[src/rtl/ama_riscv_fetch_pkg.sv]
// Shared types and constants for the fetch datapath.
// Provides the architectural word type, the PC-select encoding, the
// fe_ctrl bundle coming from the stall controller, the NOP encoding
// and the next-PC helper.
package ama_riscv_fetch_pkg;

  localparam int ARCH_WIDTH = 32;

  typedef logic [ARCH_WIDTH-1:0] arch_width_t;

  typedef enum logic [1:0] {
    PC_SEL_PC   = 2'd0,
    PC_SEL_INC4 = 2'd1,
    PC_SEL_ALU  = 2'd2
  } pc_sel_t;

  typedef struct packed {
    pc_sel_t pc_sel;
    logic    pc_we;
    logic    bubble_dec;
  } fe_ctrl_t;

  localparam fe_ctrl_t FE_CTRL_RST = '{pc_sel: PC_SEL_PC, pc_we: 1'b0, bubble_dec: 1'b0};

  // addi x0, x0, 0
  localparam logic [31:0] INST_NOP = 32'h0000_0013;

  // Unused encodings keep the PC where it is. ALU targets have bit 0
  // cleared, matching jalr semantics.
  function automatic arch_width_t pc_next(input arch_width_t pc,
                                          input pc_sel_t     sel,
                                          input arch_width_t alu_out);
    arch_width_t nxt;
    case (sel)
      PC_SEL_INC4: nxt = pc + 32'd4;
      PC_SEL_ALU:  nxt = {alu_out[31:1], 1'b0};
      default:     nxt = pc;
    endcase
    return nxt;
  endfunction

endpackage

[src/rtl/ama_riscv_fetch_if.sv]
// Instruction memory request/response bundle.
// master: fetch side (drives the request address, observes the rest).
// slave:  imem side (drives req_ready and the response).
// imem_req_valid and imem_rsp_ready come from the stall controller; both
// sides only observe them.
interface ama_riscv_fetch_if;
  import ama_riscv_fetch_pkg::*;

  logic        imem_req_valid;
  logic        imem_req_ready;
  arch_width_t imem_req_addr;
  logic        imem_rsp_valid;
  logic [31:0] imem_rsp_data;
  logic        imem_rsp_ready;

  modport master (
    input  imem_req_valid,
    input  imem_req_ready,
    output imem_req_addr,
    input  imem_rsp_valid,
    input  imem_rsp_data,
    input  imem_rsp_ready
  );

  modport slave (
    input  imem_req_valid,
    output imem_req_ready,
    input  imem_req_addr,
    output imem_rsp_valid,
    output imem_rsp_data,
    input  imem_rsp_ready
  );

endinterface

[src/rtl/ama_riscv_fetch_addr_fifo.sv]
// Small FIFO holding the PCs of in-flight imem requests.
// Ports: clk, rst (async, active high), push/push_data, pop/pop_data
// (head entry, combinational), full, empty.
// Simultaneous push and pop are allowed, including when full. A push
// into a full FIFO without a pop, or a pop from empty, is ignored.
module ama_riscv_fetch_addr_fifo
  import ama_riscv_fetch_pkg::*;
#(
  parameter int DEPTH = 2
) (
  input  logic        clk,
  input  logic        rst,
  input  logic        push,
  input  arch_width_t push_data,
  input  logic        pop,
  output arch_width_t pop_data,
  output logic        full,
  output logic        empty
);

  localparam int AW = (DEPTH > 1) ? $clog2(DEPTH) : 1;
  localparam int CW = $clog2(DEPTH) + 1;

  arch_width_t     mem [DEPTH];
  logic [AW-1:0]   wptr;
  logic [AW-1:0]   rptr;
  logic [CW-1:0]   count;
  logic            do_push;
  logic            do_pop;

  function automatic logic [AW-1:0] ptr_inc(input logic [AW-1:0] p);
    return (p == AW'(DEPTH - 1)) ? '0 : p + AW'(1);
  endfunction

  assign full     = (count == CW'(DEPTH));
  assign empty    = (count == '0);
  assign do_pop   = pop & ~empty;
  assign do_push  = push & (~full | do_pop);
  assign pop_data = mem[rptr];

  always_ff @(posedge clk) begin
    if (do_push) mem[wptr] <= push_data;
  end

  always_ff @(posedge clk or posedge rst) begin
    if (rst) begin
      wptr  <= '0;
      rptr  <= '0;
      count <= '0;
    end else begin
      if (do_push) wptr <= ptr_inc(wptr);
      if (do_pop)  rptr <= ptr_inc(rptr);
      count <= count + CW'(do_push) - CW'(do_pop);
    end
  end

endmodule

[src/rtl/ama_riscv_fetch.sv]
// Fetch datapath: executes fe_ctrl decisions from the stall controller.
// Ports: clk, rst (async, active high); fe_ctrl (pc_sel/pc_we/bubble_dec);
// alu_out (redirect target); hold_dec (freezes IF/ID); imem (request /
// response bundle, master side); pc_dec/inst_dec/inst_valid_dec (IF/ID);
// outstanding (in-flight request count).
// Responses that were requested before a redirect are counted in drop_cnt
// and discarded as they arrive. A response that arrives while decode is
// held lands in a one-entry skid register and is released when hold drops.
module ama_riscv_fetch
  import ama_riscv_fetch_pkg::*;
#(
  parameter arch_width_t RESET_VEC = 32'h4000_0000,
  parameter int          MAX_OUT   = 2
) (
  input  logic                     clk,
  input  logic                     rst,
  input  fe_ctrl_t                 fe_ctrl,
  input  arch_width_t              alu_out,
  input  logic                     hold_dec,
  ama_riscv_fetch_if.master        imem,
  output arch_width_t              pc_dec,
  output logic [31:0]              inst_dec,
  output logic                     inst_valid_dec,
  output logic [$clog2(MAX_OUT):0] outstanding
);

  localparam int              CNT_W   = $clog2(MAX_OUT) + 1;
  localparam logic [CNT_W-1:0] CNT_MAX = CNT_W'(MAX_OUT);

  arch_width_t      pc;
  logic             req_fire;
  logic             rsp_fire;
  logic             redirect;
  logic             drop_active;
  logic             rsp_use;
  logic [CNT_W-1:0] drop_cnt;
  arch_width_t      fifo_pc;
  logic             fifo_full;
  logic             fifo_empty;
  logic             skid_full;
  arch_width_t      skid_pc;
  logic [31:0]      skid_inst;

  assign imem.imem_req_addr = pc;
  assign req_fire    = imem.imem_req_valid & imem.imem_req_ready;
  assign rsp_fire    = imem.imem_rsp_valid & imem.imem_rsp_ready;
  assign redirect    = fe_ctrl.pc_we & (fe_ctrl.pc_sel == PC_SEL_ALU);
  assign drop_active = (drop_cnt != '0);
  assign rsp_use     = rsp_fire & ~drop_active;

  ama_riscv_fetch_addr_fifo #(
    .DEPTH (MAX_OUT)
  ) u_addr_fifo (
    .clk       (clk),
    .rst       (rst),
    .push      (req_fire),
    .push_data (pc),
    .pop       (rsp_fire),
    .pop_data  (fifo_pc),
    .full      (fifo_full),
    .empty     (fifo_empty)
  );

  always_ff @(posedge clk or posedge rst) begin
    if (rst) begin
      pc <= RESET_VEC;
    end else if (fe_ctrl.pc_we) begin
      pc <= pc_next(pc, fe_ctrl.pc_sel, alu_out);
    end
  end

  // Saturates on protocol errors instead of wrapping.
  always_ff @(posedge clk or posedge rst) begin
    if (rst) begin
      outstanding <= '0;
    end else if (req_fire && !rsp_fire && outstanding != CNT_MAX) begin
      outstanding <= outstanding + CNT_W'(1);
    end else if (rsp_fire && !req_fire && outstanding != '0) begin
      outstanding <= outstanding - CNT_W'(1);
    end
  end

  // Everything still in flight after this cycle's response belongs to the
  // old path. A request fired in the redirect cycle itself is not counted.
  always_ff @(posedge clk or posedge rst) begin
    if (rst) begin
      drop_cnt <= '0;
    end else if (redirect) begin
      drop_cnt <= (rsp_fire && outstanding != '0) ? outstanding - CNT_W'(1) : outstanding;
    end else if (rsp_fire && drop_active) begin
      drop_cnt <= drop_cnt - CNT_W'(1);
    end
  end

  always_ff @(posedge clk or posedge rst) begin
    if (rst) begin
      pc_dec         <= '0;
      inst_dec       <= INST_NOP;
      inst_valid_dec <= 1'b0;
      skid_full      <= 1'b0;
      skid_pc        <= '0;
      skid_inst      <= '0;
    end else if (hold_dec) begin
      if (rsp_use) begin
        skid_full <= 1'b1;
        skid_pc   <= fifo_pc;
        skid_inst <= imem.imem_rsp_data;
      end
    end else if (skid_full) begin
      pc_dec         <= skid_pc;
      inst_dec       <= skid_inst;
      inst_valid_dec <= 1'b1;
      if (rsp_use) begin
        skid_pc   <= fifo_pc;
        skid_inst <= imem.imem_rsp_data;
      end else begin
        skid_full <= 1'b0;
      end
    end else if (rsp_use) begin
      pc_dec         <= fifo_pc;
      inst_dec       <= imem.imem_rsp_data;
      inst_valid_dec <= 1'b1;
    end else if (fe_ctrl.bubble_dec) begin
      inst_dec       <= INST_NOP;
      inst_valid_dec <= 1'b0;
    end
  end

  a_req_overflow: assert property (@(posedge clk) disable iff (rst)
    !(req_fire && !rsp_fire && (outstanding == CNT_MAX || fifo_full)));

  a_rsp_underflow: assert property (@(posedge clk) disable iff (rst)
    !(rsp_fire && (outstanding == '0 || fifo_empty)));

  a_skid_overflow: assert property (@(posedge clk) disable iff (rst)
    !(rsp_use && skid_full && hold_dec));

endmodule

[src/flat_wrapper.sv]
// flat-port wrapper written by rule: the top's interface ports become plain ports
module ama_riscv_fetch_flat import ama_riscv_fetch_pkg::*;
#(
  parameter arch_width_t RESET_VEC = 32'h4000_0000,
  parameter int          MAX_OUT   = 2
)
  (clk, rst, fe_ctrl, alu_out, hold_dec, pc_dec, inst_dec, inst_valid_dec, outstanding, imem_imem_req_valid, imem_imem_req_ready, imem_imem_req_addr, imem_imem_rsp_valid, imem_imem_rsp_data, imem_imem_rsp_ready);
  ama_riscv_fetch_if imem_i ();
  input  logic clk;
  input  logic rst;
  input  fe_ctrl_t fe_ctrl;
  input  arch_width_t alu_out;
  input  logic hold_dec;
  output arch_width_t pc_dec;
  output logic [31:0] inst_dec;
  output logic inst_valid_dec;
  output logic [$clog2(MAX_OUT):0] outstanding;
  input wire logic [$bits(imem_i.imem_req_valid)-1:0] imem_imem_req_valid;
  input wire logic [$bits(imem_i.imem_req_ready)-1:0] imem_imem_req_ready;
  output wire logic [$bits(imem_i.imem_req_addr)-1:0] imem_imem_req_addr;
  input wire logic [$bits(imem_i.imem_rsp_valid)-1:0] imem_imem_rsp_valid;
  input wire logic [$bits(imem_i.imem_rsp_data)-1:0] imem_imem_rsp_data;
  input wire logic [$bits(imem_i.imem_rsp_ready)-1:0] imem_imem_rsp_ready;
  assign imem_i.imem_req_valid = imem_imem_req_valid;
  assign imem_i.imem_req_ready = imem_imem_req_ready;
  assign imem_imem_req_addr = imem_i.imem_req_addr;
  assign imem_i.imem_rsp_valid = imem_imem_rsp_valid;
  assign imem_i.imem_rsp_data = imem_imem_rsp_data;
  assign imem_i.imem_rsp_ready = imem_imem_rsp_ready;
  ama_riscv_fetch #(.RESET_VEC(RESET_VEC), .MAX_OUT(MAX_OUT)) u_core (.clk(clk), .rst(rst), .fe_ctrl(fe_ctrl), .alu_out(alu_out), .hold_dec(hold_dec), .imem(imem_i), .pc_dec(pc_dec), .inst_dec(inst_dec), .inst_valid_dec(inst_valid_dec), .outstanding(outstanding));
endmodule
[config.mk]
export PLATFORM = sky130hd
export DESIGN_NAME = ama_riscv_fetch_flat
export DESIGN_NICKNAME = d
export VERILOG_FILES = /design/src/rtl/ama_riscv_fetch_pkg.sv /design/src/rtl/ama_riscv_fetch_if.sv /design/src/rtl/ama_riscv_fetch_addr_fifo.sv /design/src/rtl/ama_riscv_fetch.sv /design/src/flat_wrapper.sv
export SDC_FILE = /design/constraint.sdc
export NUM_CORES = 1
export LEC_CHECK = 0
export ABC_AREA = 1
export CAP_MARGIN = 15
export CORE_MARGIN = 2
export CORE_UTILIZATION = 30
export DETAILED_ROUTE_END_ITERATION = 10
export SETUP_SLACK_MARGIN = 0.4
export SLEW_MARGIN = 10
export SYNTH_ARGS = -nofsm -noshare
export SYNTH_HDL_FRONTEND = slang
export SYNTH_SLANG_ARGS = --single-unit
[constraint.sdc]
create_clock -name clk -period 9.3 [get_ports clk]
set_clock_uncertainty 0.15 [all_clocks]
set_input_delay 2.325 -clock clk [delete_from_list [all_inputs] [get_ports clk]]
set_output_delay 2.325 -clock clk [all_outputs]
set_load 0.1 [all_outputs]
* After elaboration in Yosys (flattened, before gate mapping)
Memory sizes are Yosys's and may differ from the RTL's. Cells that the tools add are included. Widths: inputs -> output; s select.
Storage, ports and cells: flip-flop bits (word level) 170, latch bits 0, memory bits (writable) 64, ROM bits 0, output and inout bits 99, logic and storage cells 85, memories kept 1
Memories:
- u_core.u_addr_fifo.mem | depth 2, bits a word 32, read ports 1, clocked after Yosys merged registers in 0, wr ports 1, RTL line ama_riscv_fetch_addr_fifo.sv:24 | arch_width_t mem [DEPTH];
Cells by class: add/subtract/negate cells 8, multiply operators 0, divide/modulo/power cells 0, $lt $le $gt $ge 0, equality and inequality tests 5, shift-type cells 0, muxes and demuxes 28, bitwise logic cells 11, reductions and logical operators 20
Operators by type and width (number):
- $mux 32 | 11
- $pmux 32 s2 | 1
- $add 32x3->32 const B | 1
- $reduce_bool 2->1 | 7
- $mux 1 | 11
- $mux 2 | 5
- $and 1x1->1 | 6
- $logic_and 1x1->1 | 6
- $reduce_and 2->1 | 3
- $eq 2x2->1 const B | 2
- $not 1->1 | 4
- $sub 2x1->2 const B | 2
- $reduce_bool 3->1 | 1
- $add 1x1->1 const B | 2
- $add 2x1->2 | 1
- $add 2x1->2 const B | 1
- $eq 2x1->1 const B | 1
- $logic_not 1->1 | 2
- $logic_not 2->1 | 1
- $ne 2x1->1 const B | 1
- $ne 2x2->1 const B | 1
- $sub 2x1->2 | 1
- $or 1x1->1 | 1

* Longest topological paths before layout
Gate-level depths: netlist (run 1).
depth after elaboration 7, gate-level depth with buffers 10, mapped depth without buffers 10

* Hierarchy
From an unflattened synthesis (run 1), not the netlist that was laid out.
Second synthesis, totals: cell total of the unflattened synthesis 1212, area, all modules 10787.8 µm²
By module, submodules not included:
- ama_riscv_fetch | times used 1, cells each 1006, area each 8121.5 µm², sequential area each 4134.0 µm²
- ama_riscv_fetch_addr_fifo | times used 1, cells each 206, area each 2666.3 µm², sequential area each 2021.9 µm²

* Worst setup path before layout (run 1)
Ideal clock, no wire load.
path type in2reg, start point input imem_imem_req_valid, end point memory u_core.u_addr_fifo.mem[0][10] in the netlist's numbering, enable pin, library setup time 0.419 ns, data arrival time 3.933 ns, required time 8.731 ns, setup slack 4.798 ns, cell stages on the path 3, buffers on the path 0, cells stage by stage nand2_1 o21bai_1 nor2_1
Between the ends: word-level cells in the longest chain between the ends 4
RTL lines:
- from (decl) | RTL line flat_wrapper.sv:18 | input wire logic [$bits(imem_i.imem_req_valid)-1:0] imem_imem_req_valid;
- $and 1x1->1 | RTL line ama_riscv_fetch.sv:45 | assign req_fire = imem.imem_req_valid & imem.imem_req_ready;
- $and 1x1->1 | RTL line ama_riscv_fetch_addr_fifo.sv:38 | assign do_push = push & (~full | do_pop);
- $mux 1 | RTL line ama_riscv_fetch_addr_fifo.sv:42 | if (do_push) mem[wptr] <= push_data;
- $mux 1 (implied by the code) | RTL line ama_riscv_fetch_addr_fifo.sv:42
- to (decl) | RTL line ama_riscv_fetch_addr_fifo.sv:24
No other way between the ends.

* Final worst setup path (run 1)
start point register u_core.pc[30] (netlist: u_core.imem.imem_req_addr[30]), end point output imem_imem_req_addr[30]
RTL lines:
- from (decl) | RTL line ama_riscv_fetch.sv:30 | arch_width_t pc;
- from (signal assigned) | RTL line ama_riscv_fetch.sv:68 | pc <= pc_next(pc, fe_ctrl.pc_sel, alu_out);
- to (decl) | RTL line flat_wrapper.sv:20 | output wire logic [$bits(imem_i.imem_req_addr)-1:0] imem_imem_req_addr;
No word-level cell between the ends.

==> results of run 1 <==
routing by layer:
layer / track usage (%) / up-vias
li1: - / 4099
met1: 19.9 / 3898
met2: 23.6 / 235
met3: 2.77 / 47
met4: 5.53 / 0
met5: 0 / -
flip-flops by register name (all words and copies together), names as in the netlist:
register                   flops
u_core.u_addr_fifo.mem        62
u_core.inst_dec               32
u_core.skid_inst              32
u_core.imem.imem_req_addr     31
u_core.pc_dec                 31
u_core.skid_pc                31
u_core.drop_cnt                2
u_core.outstanding             2
u_core.u_addr_fifo.count       2
u_core.inst_valid_dec          1
u_core.skid_full               1
u_core.u_addr_fifo.rptr        1
u_core.u_addr_fifo.wptr        1
how the worst max path moves through the flow:
stage / to / cells past startpoint / start / slack [ps]
after floorplan: u_core.drop_cnt[0] / 1 / rst / 2310
after global placement: u_core.skid_inst[11] / 7 / imem_imem_rsp_valid / 4140
after detailed placement: u_core.skid_inst[21] / 7 / imem_imem_rsp_valid / 4110
after CTS: imem_imem_req_addr[30] / 1 / u_core.imem.imem_req_addr[30] / 4460
after global routing: u_core.pc_dec[4] / 10 / imem_imem_rsp_valid / 4390
final: imem_imem_req_addr[30] / 1 / u_core.imem.imem_req_addr[30] / 4490
placed cells by master, fill, tap and decap left out, types with 4 or more instances in the layout:
cell / count
edfxtp_1: 62
nor2_1: 141
clkbuf_1: 7
dfstp_2: 4
nor2_4: 5
nand3_1: 50
a21oi_1: 32
buf_4: 8
a31oi_1: 71
clkdlybuf4s50_1: 170
nand2_1: 318
nand2_2: 7
ha_1: 7
o21ai_0: 62
inv_2: 5
dfrtp_1: 162
inv_1: 62
nand4_1: 9
clkinv_2: 6
clkbuf_16: 28
nor3_1: 4
nor2_2: 7
mux2_2: 28
mux2i_1: 20
tightest hold or removal path, stage by stage, from the launching register on:
cell     delay, ps
dfrtp_1        340
nand2_1         50
nand2_1         50
where the power goes:
group | total (mW) | leakage [nW] | internal (mW) | switching (mW)
sequential | 1.66 | 2.56 | 1.41 | 0.247
combinational | 2.40 | 2.62 | 0.603 | 1.79
clock | 1.06 | 0.435 | 0.646 | 0.409
total | 5.11 | 5.61 | 2.66 | 2.45
kinds of logic (layout without fill, tap and decap cells):
family,Yosys count,count (layout),share of synthesized area (%)
simple gates,548,548,21.5
flops,229,229,57.6
compound gates,172,172,9.17
buf+inv,128,295,5.33
mux,49,49,5.02
fa+ha+maj,7,7,0.834
xor+xnor,6,6,0.501
other cells,1,2,0.0357
final cells by class:
type                       instances  area (um2)
sequential                       229        6050
multi-input combinational        784        3900
clock inverter                    11         131
timing repair buffer             179        1790
fill                            3433       21100
clock buffer                      37         754
tap                              455         569
inverter                          68         260
per-stage QoR:
step,std cells,utilization [%]
floorplan,1141,-
global placement,1714,36.3
detailed placement,1714,36.3
CTS,1762,38.9
global route,1763,38.9
finish,1763,38.9
==> results.yml, run 1 <==
worst_setup_path:
  cp_slowest_stage_delay_ps: 1160
  path_cells: "clkdlybuf4s50_1"
  path_buf_inv: 1
  critPathMaxFanout: 7
  cp.required_ps: 6830
  critPathKind: "flip-flop to primary output"
  critPathArrivalTime_ps: 2330
  startpoint_type: "flip-flop"
  reg2reg_slack_ps: 6170
  ff2ff_path_depth: 5
  critPathSlowestCell: "clkdlybuf4s50_1"
  crit_family: "buffers and inverters"
  end_kind: "primary output"
  regToRegStartpoint: "u_core.skid_full"
  r2r-end: "u_core.skid_inst[21]"
drt:
  first_iter_violations: 476
  route.detailed.drc: 0
  wl_met1_um: 12300
  wl_um: 27000
  vias: 8279
  met2_length_um: 12000
  via_per_inst: 4.70
  firstDrtPassIters: 5
  top_layer_used: "met4"
  wire_per_inst_um: 15.3
  antenna_left: 0
  wl_met3_um: 1750
synthesis:
  synth_flop_cell: "dfrtp_1"
  synth-seq-area-share_pct: 57.6
  synthTopCellsByCount: "nand2_1, dfrtp_1, nor2_1"
  synth_top_area_cell: "dfrtp_1"
  ys_types: 35
  synth_area_um2: 10500
  postSynthCellCount: 1140
  ys_ff_latch: 229
  syn-mean-instance-area_um2: 9.21
  synth_top_area_share_pct: 38.9
  synth_edf_count: 62
  async_reset_ff_share_pct: 72.9
  netlist_top_cells_area: "dfrtp_1, edfxtp_1, nand2_1"
  yosysMostFrequentCell: "nand2_1"
  yosysWarnings: 0
timing:
  finalCritPeriodShare_pct: 51.7
  finalHoldViolations: 0
  worst_pin_slew_ps: 1130
  drv_slew: 0
  rsz0062_at_grt: "false"
  finalCriticalPeriod_ps: 4810
  setup_viol: 0
  whs_ps: 329
  fin_ws_ps: 4490
  relSlewSlack_pct: 24.6
  setup_tns_ps: 0
  max_freq_mhz: 208
placement:
  io_buffers: 170
  hpwlAfterDp_um: 17800
  gp_congestion: 0.814
  placed_area_um2: 12500
  place_ws_ps: 4110
clocking:
  cts_sinks: 229
  numCtsBuffers: 26
  clkLatencyLatePin_ps: 530
  clkTransAtPathRegs_ps: 60
  cts-root-buf: "clkbuf_16"
  cts_tree: "done"
  cts_resized: 0
  cts_max_level: 1
  post_cts_buffers: 0
  clock_path_buffers: 3
  hold_buffers: 0
final_layout:
  syn_to_final_growth_pct: 28.2
  fin_nets: 1370
  drive_above_1_share_pct: 8.49
  diodes: 0
  fin_area_um2: 13500
grt:
  grt_overflow: 0
  antenna_found_initial: 0
  grt_pass1_wl_um: 43100
  first_global_vias: 7947
  grt_start_max_net_pins: 83
  grt.total_usage_pct: 14.8
die:
  start_util_pct: 30.4
  die_h_um: 191
  die_w_um: 191
  pin_count: 174
  core_area_um2: 34500
  rows: 68
  dieArea_um2: 36500
run:
  cap_violations: 0
power_and_ir_drop:
  total_power_mw: 5.11
  p_per_area_nw_per_um2: 380
  p_leak_nw: 5.61
  vdd_drop_max_mv: 0.256
worst_hold_path:
  hold_depth: 2
  hold_end: "u_core.inst_valid_dec"
  worstHoldStart: "u_core.inst_valid_dec"
  hp-class: "flip-flop to flip-flop"
status:
  status: "complete, no violations"
Note: power is estimated with default switching activity, not from simulation.
==> run 2, diff against run 1 <==
Clock period 9.3 ns to 4.98 ns, I/O delays scaled along.
==> run 2 against run 1 <==
Effect of this change:
- utilization rose by 0.13 points
- combinational power rose by 87%
- global-route usage fell by 0.10 points
- die area did not move
- non-clock buffer count rose by 4
- cell area rose by 0.33%
- largest cell class unchanged
==> results.yml, run 2 (synthesis results as in run 1) <==
power_and_ir_drop:
  vdd_drop_max_mv: 0.467
  p_per_area_nw_per_um2: 703
  netSwitchingPower_mw: 4.58
  total_power_mw: 9.49
  p_sw_share_pct: 48.3
  p_seq_share_pct: 32.8
  pwr-share-clk_pct: 20.0
  p_leak_nw: 5.62
  p_int_mw: 4.91
  p_comb_share_pct: 47.2
final_layout:
  fillers: 3475
  fin_util_pct: 39.1
  final_common_cell: "nand2_1"
  fin_nets: 1375
  mostFrequentLayoutCells: "nand2_1, clkdlybuf4s50_1, dfrtp_1"
  drive_above_1_share_pct: 8.61
  diodes: 0
  largest_register_ffs: 62
  syn_to_final_growth_pct: 28.6
  largest_register: "u_core.u_addr_fifo.mem"
  top_regs: "u_core.u_addr_fifo.mem: 62 flops, u_core.inst_dec: 32 flops, u_core.skid_inst: 32 flops"
grt:
  grt.total_usage_pct: 14.7
  grt_pass1_wl_um: 43000
  first_global_vias: 7937
  grt_start_max_net_pins: 68
  grt_overflow: 0
  antenna_found_initial: 0
timing:
  whs_ps: 340
  finalHoldViolations: 0
  fin_ws_ps: 1260
  worst_pin_slew_ps: 1130
  finalCritPeriodShare_pct: 74.7
  rsz0062_at_grt: "false"
  max_freq_mhz: 269
  relSlewSlack_pct: 24.6
  setup_viol: 0
  drv_slew: 0
  finalCriticalPeriod_ps: 3720
  setup_tns_ps: 0
die:
  dieArea_um2: 36500
  die_w_um: 191
  core_area_um2: 34500
  start_util_pct: 30.4
  pin_count: 174
  die_h_um: 191
  rows: 68
placement:
  io_buffers: 170
  hpwlAfterDp_um: 17800
  gp_congestion: 0.801
  place_ws_ps: 1150
worst_setup_path:
  startpoint_type: "flip-flop"
  critPathSlowestCell: "clkdlybuf4s50_1"
  path_buf_inv: 1
  ff2ff_path_depth: 5
  end_kind: "primary output"
  r2r-end: "u_core.skid_inst[8]"
  reg2reg_slack_ps: 2400
  critPathArrivalTime_ps: 2320
  path_cells: "clkdlybuf4s50_1"
  crit_family: "buffers and inverters"
  cp.required_ps: 3590
  cp_slowest_stage_delay_ps: 1160
  critPathKind: "flip-flop to primary output"
  regToRegStartpoint: "u_core.skid_full"
  critPathMaxFanout: 7
run:
  cap_violations: 0
clocking:
  cts_max_level: 1
  clock_path_buffers: 3
  cts-root-buf: "clkbuf_16"
  clkTransAtPathRegs_ps: 60
  hold_buffers: 0
  clkLatencyLatePin_ps: 530
  numCtsBuffers: 27
  cts_sinks: 229
  post_cts_buffers: 0
  cts_resized: 0
  cts_tree: "done"
drt:
  first_iter_violations: 417
  wire_per_inst_um: 15.2
  vias: 8237
  firstDrtPassIters: 5
  route.detailed.drc: 0
  via_per_inst: 4.66
  antenna_left: 0
  wl_um: 26800
worst_hold_path:
  hold_depth: 2
  worstHoldStart: "u_core.inst_valid_dec"
  hold_end: "u_core.inst_valid_dec"
  hp-class: "flip-flop to flip-flop"
status:
  status: "complete, no violations"
==> run 2: cell types whose count changed in the layout (fill, tap and decap cells not counted), sizes merged <==
| cell | previous run | this run |
|---|---|---|
| clkinvlp | 1 | 3 |
| clkinv | 7 | 8 |
| buf | 9 | 13 |
| clkbuf | 37 | 36 |
| bufinv | 3 | 2 |
==> run 2: final cells by class <==
cell class,count,area (um2),share of cell area [%]
tap,455,569,4.22
multi-input combinational,784,3900,28.9
inverter,68,259,1.92
timing repair buffer,183,1870,13.8
clock inverter,13,123,0.908
clock buffer,36,729,5.40
sequential,229,6050,44.8
==> run 2: power by group through the flow <==
stage | combinational [mW] | clock, mW | sequential [mW]
finish | 4.48 | 1.90 | 3.11
global route | 4.76 | 2.03 | 3.20
CTS | 4.50 | 1.95 | 3.11
detailed placement | 4.49 | 0 | 3.15
global placement | 4.45 | 0 | 3.11
floorplan | 1.28 | 0 | 5.18
==> run 2: layer usage <==
layer  up-vias  global-route usage, %  wire length, um
li1       4091                      -                -
met1      3899                   20.5            12700
met2       220                   23.9            12100
met3        27                   2.35             1600
met4         0                   3.34              421
met5         -                      0                0
==> run 2: how the worst max path moves through the flow <==
stage,depth (start not counted),slack (ps),endpoint,from
3_5_place_dp,5,1150,u_core.imem.imem_req_addr[2],fe_ctrl[3]
2_1_floorplan,1,1460,u_core.drop_cnt[0],rst
6_report,1,1260,imem_imem_req_addr[30],u_core.imem.imem_req_addr[30]
3_3_place_gp,5,1200,u_core.imem.imem_req_addr[2],fe_ctrl[3]
5_1_grt,1,1180,imem_imem_req_addr[26],u_core.imem.imem_req_addr[26]
4_1_cts,1,1230,imem_imem_req_addr[30],u_core.imem.imem_req_addr[30]
==> run 2: tightest hold or removal path, stage by stage, from the launching register on <==
cell	delay (ps)
dfrtp_1	340
nand2_1	60
nand2_1	60
==> run 2: through the flow <==
stage                     std cells  instance area, um2
after global routing           1768               13500
after detailed placement       1718               12600
final                          1768               13500
after global placement         1718               12600
after floorplan                1141               10500
after CTS                      1767               13500
